**config.mk**
```make
export PLATFORM = sky130hd
export DESIGN_NAME = mult_seq_ctrl
export DESIGN_NICKNAME = d
export VERILOG_FILES = /design/src/rtl/mult_pkg.sv /design/src/rtl/mult_seq_ctrl_step_counter.sv /design/src/rtl/mult_seq_ctrl.sv
export SDC_FILE = /design/constraint.sdc
export NUM_CORES = 1
export LEC_CHECK = 0
export CAP_MARGIN = 20
export CORE_AREA = 2 2 39 41
export CTS_BUF_LIST = sky130_fd_sc_hd__clkbuf_4 sky130_fd_sc_hd__clkbuf_8
export CTS_CLUSTER_SIZE = 12
export DETAILED_ROUTE_END_ITERATION = 10
export DIE_AREA = 0 0 41 43
export GPL_ROUTABILITY_DRIVEN = 0
export GPL_TIMING_DRIVEN = 1
export PLACE_DENSITY_LB_ADDON = 0.15
export SLEW_MARGIN = 20
export SYNTH_ARGS = -nofsm -noshare
export SYNTH_HDL_FRONTEND = slang
export SYNTH_SLANG_ARGS = --single-unit
```
**constraint.sdc**
```tcl
create_clock -name clk -period 2.65 [get_ports clk]
set_input_delay 0.53 -clock clk [delete_from_list [all_inputs] [get_ports clk]]
set_output_delay 0.53 -clock clk [all_outputs]
set_load 0.005 [all_outputs]
```
**src/rtl/mult_pkg.sv**
```systemverilog
// Shared definitions for the multi-cycle digit multiplier: controller state
// encoding, parameter defaults and elaboration-time parameter checks.
package mult_pkg;

  typedef enum logic [1:0] {
    ST_IDLE    = 2'd0,
    ST_LOAD    = 2'd1,
    ST_COMPUTE = 2'd2,
    ST_DRAIN   = 2'd3
  } state_t;

  localparam int NUM_STEPS_DEF = 4;
  localparam int DONE_DLY_DEF  = 2;

  function automatic bit params_legal(int num_steps, int done_dly);
    return (num_steps >= 1) && (done_dly >= 1);
  endfunction

  // Counter width for n states, never narrower than one bit.
  function automatic int cnt_width(int n);
    return (n > 1) ? $clog2(n) : 1;
  endfunction

endpackage

```
**src/rtl/mult_seq_ctrl_step_counter.sv**
```systemverilog
// Wrapping up-counter 0..COUNT-1 with synchronous clear, count enable and a
// terminal-count flag decoded from the registered count.
module step_counter #(
  parameter int COUNT = 4,
  parameter int W     = 2
) (
  input  logic         clk,
  input  logic         rst_n,
  input  logic         clr,
  input  logic         en,
  output logic [W-1:0] cnt,
  output logic         tc
);

  localparam logic [W-1:0] LAST = W'(COUNT - 1);

  assign tc = (cnt == LAST);

  always_ff @(posedge clk or negedge rst_n) begin
    if (!rst_n) begin
      cnt <= '0;
    end else if (clr) begin
      cnt <= '0;
    end else if (en) begin
      cnt <= tc ? '0 : cnt + 1'b1;
    end
  end

endmodule

```
**src/rtl/mult_seq_ctrl.sv**
```systemverilog
// Sequencing controller for the digit multiplier: LOAD, NUM_STEPS COMPUTE
// cycles, DONE_DLY DRAIN cycles, then a one-cycle done pulse.
module mult_seq_ctrl
  import mult_pkg::*;
#(
  parameter int NUM_STEPS = NUM_STEPS_DEF,
  parameter int DONE_DLY  = DONE_DLY_DEF,
  parameter int STEP_W    = cnt_width(NUM_STEPS)
) (
  input  logic              clk,
  input  logic              rst_n,
  input  logic              start,
  input  logic              enable,
  input  logic              abort,
  output logic              busy,
  output logic              done,
  output logic              acc_clr,
  output logic              mux_en,
  output logic              adder_en,
  output logic [STEP_W-1:0] step_idx,
  output logic              last_step
);

  localparam int                 DRAIN_W    = cnt_width(DONE_DLY);
  localparam logic [DRAIN_W-1:0] DRAIN_LAST = DRAIN_W'(DONE_DLY - 1);

  if (!params_legal(NUM_STEPS, DONE_DLY)) begin : g_bad_params
    $error("mult_seq_ctrl: NUM_STEPS and DONE_DLY must both be >= 1");
  end

  state_t             state;
  state_t             state_nxt;
  logic               run_q;
  logic               go;
  logic               step_tc;
  logic               drain_tc;
  logic [DRAIN_W-1:0] drain_cnt;

  assign go = start && enable && !abort;

  always_comb begin
    state_nxt = state;
    case (state)
      ST_IDLE:    if (go) state_nxt = ST_LOAD;
      ST_LOAD:    if (enable) state_nxt = ST_COMPUTE;
      ST_COMPUTE: if (enable && step_tc) state_nxt = ST_DRAIN;
      ST_DRAIN:   if (drain_tc) state_nxt = go ? ST_LOAD : ST_IDLE;
    endcase
    if (abort) state_nxt = ST_IDLE;
  end

  // run_q carries the previous cycle's enable so the datapath enables stay
  // registered; one enabled cycle is issued per digit.
  always_ff @(posedge clk or negedge rst_n) begin
    if (!rst_n) begin
      state <= ST_IDLE;
      run_q <= 1'b0;
    end else begin
      state <= state_nxt;
      run_q <= (state_nxt == ST_COMPUTE) && enable;
    end
  end

  step_counter #(
    .COUNT (NUM_STEPS),
    .W     (STEP_W)
  ) u_step_cnt (
    .clk   (clk),
    .rst_n (rst_n),
    .clr   (abort || (state != ST_COMPUTE)),
    .en    ((state == ST_COMPUTE) && enable),
    .cnt   (step_idx),
    .tc    (step_tc)
  );

  step_counter #(
    .COUNT (DONE_DLY),
    .W     (DRAIN_W)
  ) u_drain_cnt (
    .clk   (clk),
    .rst_n (rst_n),
    .clr   (abort || (state != ST_DRAIN)),
    .en    (state == ST_DRAIN),
    .cnt   (drain_cnt),
    .tc    (drain_tc)
  );

  assign busy      = (state != ST_IDLE);
  assign acc_clr   = (state == ST_LOAD);
  assign mux_en    = run_q;
  assign adder_en  = run_q;
  assign last_step = (state == ST_COMPUTE) && step_tc;
  assign done      = (state == ST_DRAIN) && (drain_cnt == DRAIN_LAST);

endmodule

```
==> flow_summary.ini, run 1 <==
[logic_synthesis]
ys_types = 19
syn_nets = 41
syn_area_per_cell_um2 = 9.938
synth_ff_type = dfrtp_1
synthCells = 35
synth_edf_count = 0
synthArstFlopShare_pct = 100.0
ys_seq_elements = 6
syn_area_um2 = 347.8
yosysWarningCount = 0
yosysSeqAreaShare_pct = 43.17

[placement]
dpl.hpwl_um = 577.6
pre_cts_ws_ps = 819.2
port-buffer-count = 12
placed_area_um2 = 461.7

[drt]
wl_um = 731
route.detailed.drc = 0
detail-route-antenna-nets = 0
num_vias = 279
vias_per_cell = 4.429
wl_per_cell_um = 11.60
first_pass_iters = 1
drtIter0Drc = 0

[pwr]
ir_drop_mv = 0.2845
p_leak_nw = 0.2245
power.density_nw_per_um2 = 433.4

[global_route]
antenna_found_initial = 0
grt_use_met3_pct = 4.712
grt.total_usage_pct = 11.03
grt.overflow.total = 0
grt_pass1_wl_mm = 1.248
use_met1_pct = 11.55
first_global_vias = 303
grt-busiest-layer = met2
grt_max_degree = 10
use_met2_pct = 17.50

[worst_setup_path]
setup.worst_path.class = reg -> out
crit_path_cell_trace = nand2b_1 -> nor2_1 -> clkdlybuf4s50_1
crit_required_ps = 2120
rrSetupSlack_ps = 1390
crit_buf_inv = 1
arrival_ps = 1550
critPathMaxStageDelay_ps = 510
endpoint_kind = output port
crit_fanout = 9
cpLargestDelayFamily = buffers and inverters
slowest_stage = clkdlybuf4s50_1
start_kind = flip-flop

[clock_network]
max-clock-path-buffers = 2
cts.clk_slew.worst_paths_ps = 40
cts_buffers = 3
clock_latency_ps = 240
cts_hold_buffers = 0
cts_max_level = 1
postCtsSetupBuffers = 0
clock-sinks = 6
root_buffer = clkbuf_4
cts_tree = built
post_cts_resized = 0

[floorplanning]
dieArea_um2 = 1763
die_h_um = 43
ioPinCount = 13
die_w_um = 41
coreArea_um2 = 1384
num_rows = 14
start_util_pct = 25.14

[cells_and_area]
drive_gt1_share_pct = 12.77
final_cell_area_um2 = 484.2
area_delta_synth_final_pct = 39.21
final_nets = 55
final_core_util_pct = 34.99
antenna_cells = 0

[sta]
tns_ps = 0
slew_violations = 0
layout_setup_ws_ps = 572.7
worstMarginPinSlew_ps = 279.8
clock_skew_ps = 3.431
setup_viol = 0
hold_viol_final = 0
max_freq_mhz = 481.4
slew-limit-headroom_pct = 81.35
min_period_ps = 2077
period_share_pct = 78.39
rsz0062_at_grt = no

[worst_hold_path]
hold_path.class = reg -> reg

[flow_run]
cap_violations = 0

[status]
outcome = complete, no violations
[metal layers]
layer | up-vias | wire (µm)
li1 | 143 | -
met1 | 129 | 284
met2 | 7 | 418
met3 | 0 | 28
met4 | 0 | 0
met5 | - | 0
[sequential cells by signal, indices dropped and copies added (netlist names)]
name and count:
u_step_cnt.cnt 2, adder_en 1, u_drain_cnt.cnt 1, state 2
[cell usage after synthesis (all sizes together) (2+ instances only)]
| cell type | instances | area share, % |
|---|---|---|
| dfrtp | 6 | 43 |
| mux2i | 4 | 12 |
| nor2 | 4 | 4.3 |
| buf | 3 | 7.6 |
| nor3 | 3 | 4.3 |
| and2b | 2 | 4.7 |
| inv | 2 | 2.2 |
| nand2 | 2 | 2.2 |
[cell families (layout without fill, tap and decap cells)]
group / Yosys count / count (layout) / share of synthesized area [%]
AO/OA/AOI/OAI: 4 / 4 / 9.352
adder cells (fa/ha/maj): 1 / 1 / 3.597
buffers and inverters: 5 / 17 / 9.712
flip-flops: 6 / 6 / 43.16
multiplexers: 4 / 4 / 11.51
AND/OR/NAND/NOR: 15 / 15 / 22.66
[through the flow]
step / total power, mW / hold slack, ps / std cells
floorplan: 0.1158 / 234.4 / 35
global placement: 0.1313 / 480.4 / 60
detailed placement: 0.1319 / 489.7 / 60
CTS: 0.2143 / 495.5 / 63
global route: 0.2259 / 518.5 / 63
finish: 0.2098 / 488.7 / 63
[final timing paths]
| path | startpoint | end | depth (start not counted) |
|---|---|---|---|
| min | u_drain_cnt.cnt | u_drain_cnt.cnt | 1 |
| max | state[0] | last_step | 3 |
| min reg2reg | u_drain_cnt.cnt | u_drain_cnt.cnt | 1 |
| max reg2reg | u_step_cnt.cnt[0] | state[0] | 4 |
| max in group asynchronous | rst_n | u_step_cnt.cnt[0] | 1 |
| min in group asynchronous | rst_n | u_drain_cnt.cnt | 1 |
[cell usage in the layout, fill, tap and decap left out]
cell and instances:
clkdlybuf4s50_1 12, dfrtp_1 6, mux2i_1 4, nor2_1 4, nor3_1 3, clkbuf_4 3
inv_1 2, nand2_1 2, and2b_2 1, nand3_1 1, o21ai_1 1, and2b_1 1
a32o_1 1, a22oi_1 1, or2_2 1, nand2b_1 1, and3_2 1, o211a_1 1
ha_1 1
[area by class of cell]
type,instances,area [µm²]
tap,16,20.02
inverter,2,7.507
multi-input combinational,24,163.9
clock buffer,3,22.52
timing repair buffer,12,120.1
fill,145,899.6
sequential,6,150.1
[where the power goes]
group	internal, mW	switching, mW
Combinational	0.0192	0.0116
Clock	0.0510	0.0291
Sequential	0.0945	0.00442
Total	0.165	0.0451
No activity file was read; power rests on OpenSTA's default activity.
==> run 2: changes to the inputs <==
clock period = 2 ns   (was 2.65 ns; I/O delays follow)
==> run 2 against run 1 <==
  * Via count rose by 0.72%
  * Critical endpoint is now acc_clr
  * Final cell count did not move
  * Design area rose by 1.6%
  * Die area did not move
  * Clock skew barely moved
  * Global-route usage fell by 0.30 points
  * Clock-buffer cell count did not move
  * Combinational power rose by 39%
  * Routed wire length rose by 6.6%
  * Worst hold slack got worse by 93 ps
  * Clock power rose by 31%
  * Setup slack got worse by 490 ps
==> flow_summary.ini, run 2 (synthesis gave the netlist of run 1 again) <==
[cells_and_area]
reg_top3 = state x2, u_step_cnt.cnt x2
final_nets = 55
final_cell_mix = clkdlybuf4s50_1, dfrtp_1, mux2i_1, nor2_1
area_delta_synth_final_pct = 41.37
drive_gt1_share_pct = 14.89
final_common_cell = clkdlybuf4s50_1
antenna_cells = 0

[sta]
period_share_pct = 96.10
setup_viol = 0
clock_skew_ps = 3.626
hold_viol_final = 0
slew-limit-headroom_pct = 77.63
rsz0062_at_grt = no
min_period_ps = 1922
slew_violations = 0
max_freq_mhz = 520.3
tns_ps = 0
worstMarginPinSlew_ps = 335.6

[flow_run]
cap_violations = 0

[clock_network]
max-clock-path-buffers = 2
clock-sinks = 6
cts.clk_slew.worst_paths_ps = 40
cts_tree = built
root_buffer = clkbuf_4
cts_hold_buffers = 0
cts_buffers = 3
cts_max_level = 1
clock_latency_ps = 240

[floorplanning]
num_rows = 14
ioPinCount = 13
coreArea_um2 = 1384
die_w_um = 41
start_util_pct = 25.14
die_h_um = 43
dieArea_um2 = 1763

[worst_setup_path]
critPathMaxStageDelay_ps = 500
start_kind = flip-flop
startpoint = state[1]
crit_fanout = 9
setup.worst_path.class = reg -> out
endpoint_kind = output port
cpLargestDelayFamily = buffers and inverters
r2r_start = u_step_cnt.cnt[0]
rrSetupSlack_ps = 720
crit_path_cell_trace = and2b_2 -> clkdlybuf4s50_1
crit_buf_inv = 1
crit_required_ps = 1600
slowest_stage = clkdlybuf4s50_1
arrival_ps = 1520

[status]
outcome = complete, no violations

[drt]
vias_per_cell = 4.460
first_pass_iters = 4
num_vias = 281
wl_um = 779
drtIter0Drc = 1
route.detailed.drc = 0
detail-route-antenna-nets = 0
wl_per_cell_um = 12.37

[pwr]
switchingPower_uw = 60.39
p_leak_nw = 0.2268
p_seq_share_pct = 47.0
finalPower_uw = 280.0
swShare_pct = 21.57
power.density_nw_per_um2 = 569.3
power.internal_uw = 219.6
combPwrFrac_pct = 15.4
ir_drop_mv = 0.4578
clock_power_share_pct = 37.6

[placement]
port-buffer-count = 12
dpl.hpwl_um = 619.1

[global_route]
grt.overflow.total = 0
grt.total_usage_pct = 10.73
grt_pass1_wl_mm = 1.255
antenna_found_initial = 0
grt_max_degree = 10
first_global_vias = 299

[worst_hold_path]
hold_path.class = in -> async
run 2: cell types whose count changed in the layout (fill, tap and decap cells not counted):
cell      delta
nand2b_1     -1
nand2b_4     +1
run 2: power groups by stage:
stage / sequential (mW) / clock [mW] / combinational, mW
after global placement: 0.133 / 0 / 0.0408
final: 0.132 / 0.105 / 0.0431
after detailed placement: 0.133 / 0 / 0.0424
after global routing: 0.133 / 0.120 / 0.0478
after floorplan: 0.130 / 0 / 0.0234
after CTS: 0.131 / 0.111 / 0.0425
run 2: repair_timing:
| item | in CTS | in global routing |
|---|---|---|
| endpoints found under the setup margin | 0 | 1 |
| resized for setup | 0 | 1 |
| setup buffers | 0 | 0 |
run 2: stage by stage:
| stage | instances | area (µm²) | utilization, % | hold slack (ps) | setup WS (ps) |
|---|---|---|---|---|---|
| floorplan | 35 | 347.8 | - | 104.4 | 813.2 |
| detailed placement | 60 | 461.7 | 33.36 | 490.1 | 333.5 |
| CTS | 63 | 484.2 | 34.99 | 395.2 | 55.43 |
| finish | 63 | 491.7 | 35.53 | 396.0 | 77.96 |
| global placement | 60 | 461.7 | 33.36 | 482.7 | 322.5 |
| global route | 63 | 491.7 | 35.53 | 403.1 | 6.442 |
run 2: worst reg2reg max path, stage by stage, from the launching register on:
cell,delay (ps)
dfrtp_1,400
ha_1,250
mux2i_1,160
o21ai_1,80
a32o_1,270
run 2: metal layers:
layer,track usage [%],routed length [µm],up-vias
met5,0,0,-
met4,2.000,0,0
met3,4.712,32,0
met2,19.06,447,9
met1,10.89,299,130
li1,-,-,142
run 2: area by class of cell:
type	count	area (µm²)
fillers	150	892.1
multi-input cells	24	171.4
flip-flops and latches	6	150.1
repair buffers	12	120.1
clock buffers	3	22.52
well taps	16	20.02
inverters	2	7.507
run 2: path summary, 6_finish.rpt:
| path | endpoint | depth (start not counted) |
|---|---|---|
| worst max-delay path | acc_clr | 2 |
| worst min-delay path | state[0] | 1 |
| worst max register to register | state[0] | 4 |
| worst min register to register | u_drain_cnt.cnt | 1 |
| max in group asynchronous | u_step_cnt.cnt[0] | 1 |
| min in group clk | u_drain_cnt.cnt | 1 |
==> run 3: changes to the inputs <==
ABC_AREA = 1   (was unset)
GPL_TIMING_DRIVEN = 0   (was 1)
==> run 3 against run 2 <==
  * Sequential cell count unchanged
  * Global-route usage is 0.19 points higher
  * Utilization increased by 2.2 points
  * Register-to-register slack improved by 170 ps
  * Critical path type unchanged
  * Largest cell class unchanged
  * Highest routed layer is now met4
==> flow_summary.ini, run 3 <==
[status]
outcome = complete, no violations

[logic_synthesis]
synth_common_cells = nand2_1, dfrtp_1, inv_1, nor2_1
synth_area_leaders = dfrtp_1, nand2_1, nand2_2
ys_seq_elements = 6
yosysSeqAreaShare_pct = 41.24
synthArstFlopShare_pct = 100.0
syn_area_um2 = 364.1
post-synth-top-area-fraction_pct = 41.24
syn_nets = 51
ys_types = 18
synth_edf_count = 0
yosysWarningCount = 0
yosysTopAreaCell = dfrtp_1
syn_area_per_cell_um2 = 8.091
synthCells = 45
yosysMostFrequentCell = nand2_1
synth_ff_type = dfrtp_1

[drt]
first_pass_iters = 1
wl_met1_um = 362
wl_um = 714
highest-signal-layer = met4
detail-route-antenna-nets = 0
met2WireLength_um = 291
drtIter0Drc = 0
wl_per_cell_um = 9.520
route.detailed.drc = 0
num_vias = 320
wl_met3_um = 45
vias_per_cell = 4.267

[global_route]
grt.total_usage_pct = 10.92
grt_pass1_wl_mm = 1.186
grt.overflow.total = 0
antenna_found_initial = 0
grt_max_degree = 8
first_global_vias = 284

[clock_network]
clock-sinks = 6
post_cts_resized = 0
cts_max_level = 1
max-clock-path-buffers = 2
cts.clk_slew.worst_paths_ps = 40
root_buffer = clkbuf_4
cts_buffers = 3
cts_tree = built
cts_hold_buffers = 0
postCtsSetupBuffers = 0
clock_latency_ps = 240

[floorplanning]
die_w_um = 41
start_util_pct = 26.31
die_h_um = 43
num_rows = 14
dieArea_um2 = 1763
ioPinCount = 13
coreArea_um2 = 1384

[worst_setup_path]
critPathMaxStageDelay_ps = 510
start_kind = flip-flop
setup.worst_path.class = reg -> out
cpLargestDelayFamily = buffers and inverters
crit_path_cell_trace = nand2_1 -> nor2_4 -> clkdlybuf4s50_1
r2r-end = adder_en
reg2reg_depth = 8
rrSetupSlack_ps = 890
arrival_ps = 1470
crit_buf_inv = 1
crit_required_ps = 1600
endpoint = done
slowest_stage = clkdlybuf4s50_1
crit_fanout = 5
r2r_start = u_step_cnt.cnt[0]
endpoint_kind = output port
startpoint = state[0]
worst-path-stages = 3

[cells_and_area]
area_delta_synth_final_pct = 43.30
final_nets = 67
final_cell_mix = nand2_1, clkdlybuf4s50_1, dfrtp_1
reg_top3 = state x2, u_step_cnt.cnt x2
drive_gt1_share_pct = 25.42
layout.cells.non_filler = 75
antenna_cells = 0
final_common_cell = nand2_1

[sta]
worstMarginPinSlew_ps = 266.8
holdWs_ps = 372.2
max_freq_mhz = 536.0
setup_viol = 0
min_period_ps = 1866
period_share_pct = 93.28
tns_ps = 0
clock_skew_ps = 1.626
slew_violations = 0
hold_viol_final = 0
slew-limit-headroom_pct = 82.16
rsz0062_at_grt = no

[pwr]
p_leak_nw = 0.2611
ir_drop_mv = 0.3009
finalPower_uw = 320.1
power.density_nw_per_um2 = 613.4

[placement]
place_inst = 72
dpl.hpwl_um = 584
port-buffer-count = 11

[flow_run]
cap_violations = 0

[worst_hold_path]
hold_path.class = in -> reg
[run 3: cell types whose count changed after synthesis, sizes merged, moves of 2 or more]
cell	before	now
mux2i	4	1
a21oi	0	2
inv	2	7
and2b	2	0
nand2	2	15
[run 3: kinds of logic (layout without fill, tap and decap cells)]
| group | after synthesis | in the layout | synth area share, % |
|---|---|---|---|
| adder cells (fa/ha/maj) | 1 | 1 | 3.436 |
| multiplexers | 1 | 1 | 2.749 |
| flip-flops | 6 | 6 | 41.24 |
| AO/OA/AOI/OAI | 4 | 4 | 9.278 |
| AND/OR/NAND/NOR | 24 | 24 | 30.93 |
| buffers and inverters | 9 | 23 | 12.37 |
[run 3: stage by stage]
step	setup slack [ps]	util [%]	area, µm²
finish	134.3	37.70	521.8
global route	40.34	37.70	521.8
CTS	64.48	37.34	516.7
detailed placement	321.3	35.71	494.2
global placement	330.7	35.71	494.2
floorplan	829.9	-	364.1
[run 3: layer usage]
metal	vias to the layer above	global-route usage, %
li1	169	-
met1	139	14.14
met2	10	12.81
met3	2	4.712
met4	0	10.00
met5	-	0
[run 3: power by group]
part | switching [mW] | internal (mW) | total [mW]
logic | 0.0368 | 0.0404 | 0.0772
registers | 0.00728 | 0.129 | 0.136
clock network | 0.0393 | 0.0676 | 0.107
total | 0.0834 | 0.237 | 0.320
[run 3: final cells by class]
cell class	count	area, µm²
Multi-Input combinational cell	30	171.4
Clock buffer	3	22.52
Tap cell	16	20.02
Buffer	2	18.77
Inverter	7	26.28
Timing Repair Buffer	11	112.6
Sequential cell	6	150.1
Fill cell	155	862.1
[run 3: worst min-delay path by stage]
stage	start	to	depth (start not counted)	slack [ps]
after global placement	u_drain_cnt.cnt	u_drain_cnt.cnt	1	470
final	enable	u_step_cnt.cnt[0]	2	370
after detailed placement	u_drain_cnt.cnt	u_drain_cnt.cnt	1	470
after CTS	enable	u_step_cnt.cnt[0]	2	370
after floorplan	rst_n	adder_en	0	100
after global routing	enable	u_step_cnt.cnt[0]	2	370
[run 3: worst reg2reg max path: stages (launching register included)]
cell and delay, ps:
dfrtp_1 410, ha_2 210, nand2_1 50, nand2_1 40
nand2_1 50, nand2_1 60, inv_2 50, nand2_1 50
a21oi_2 110
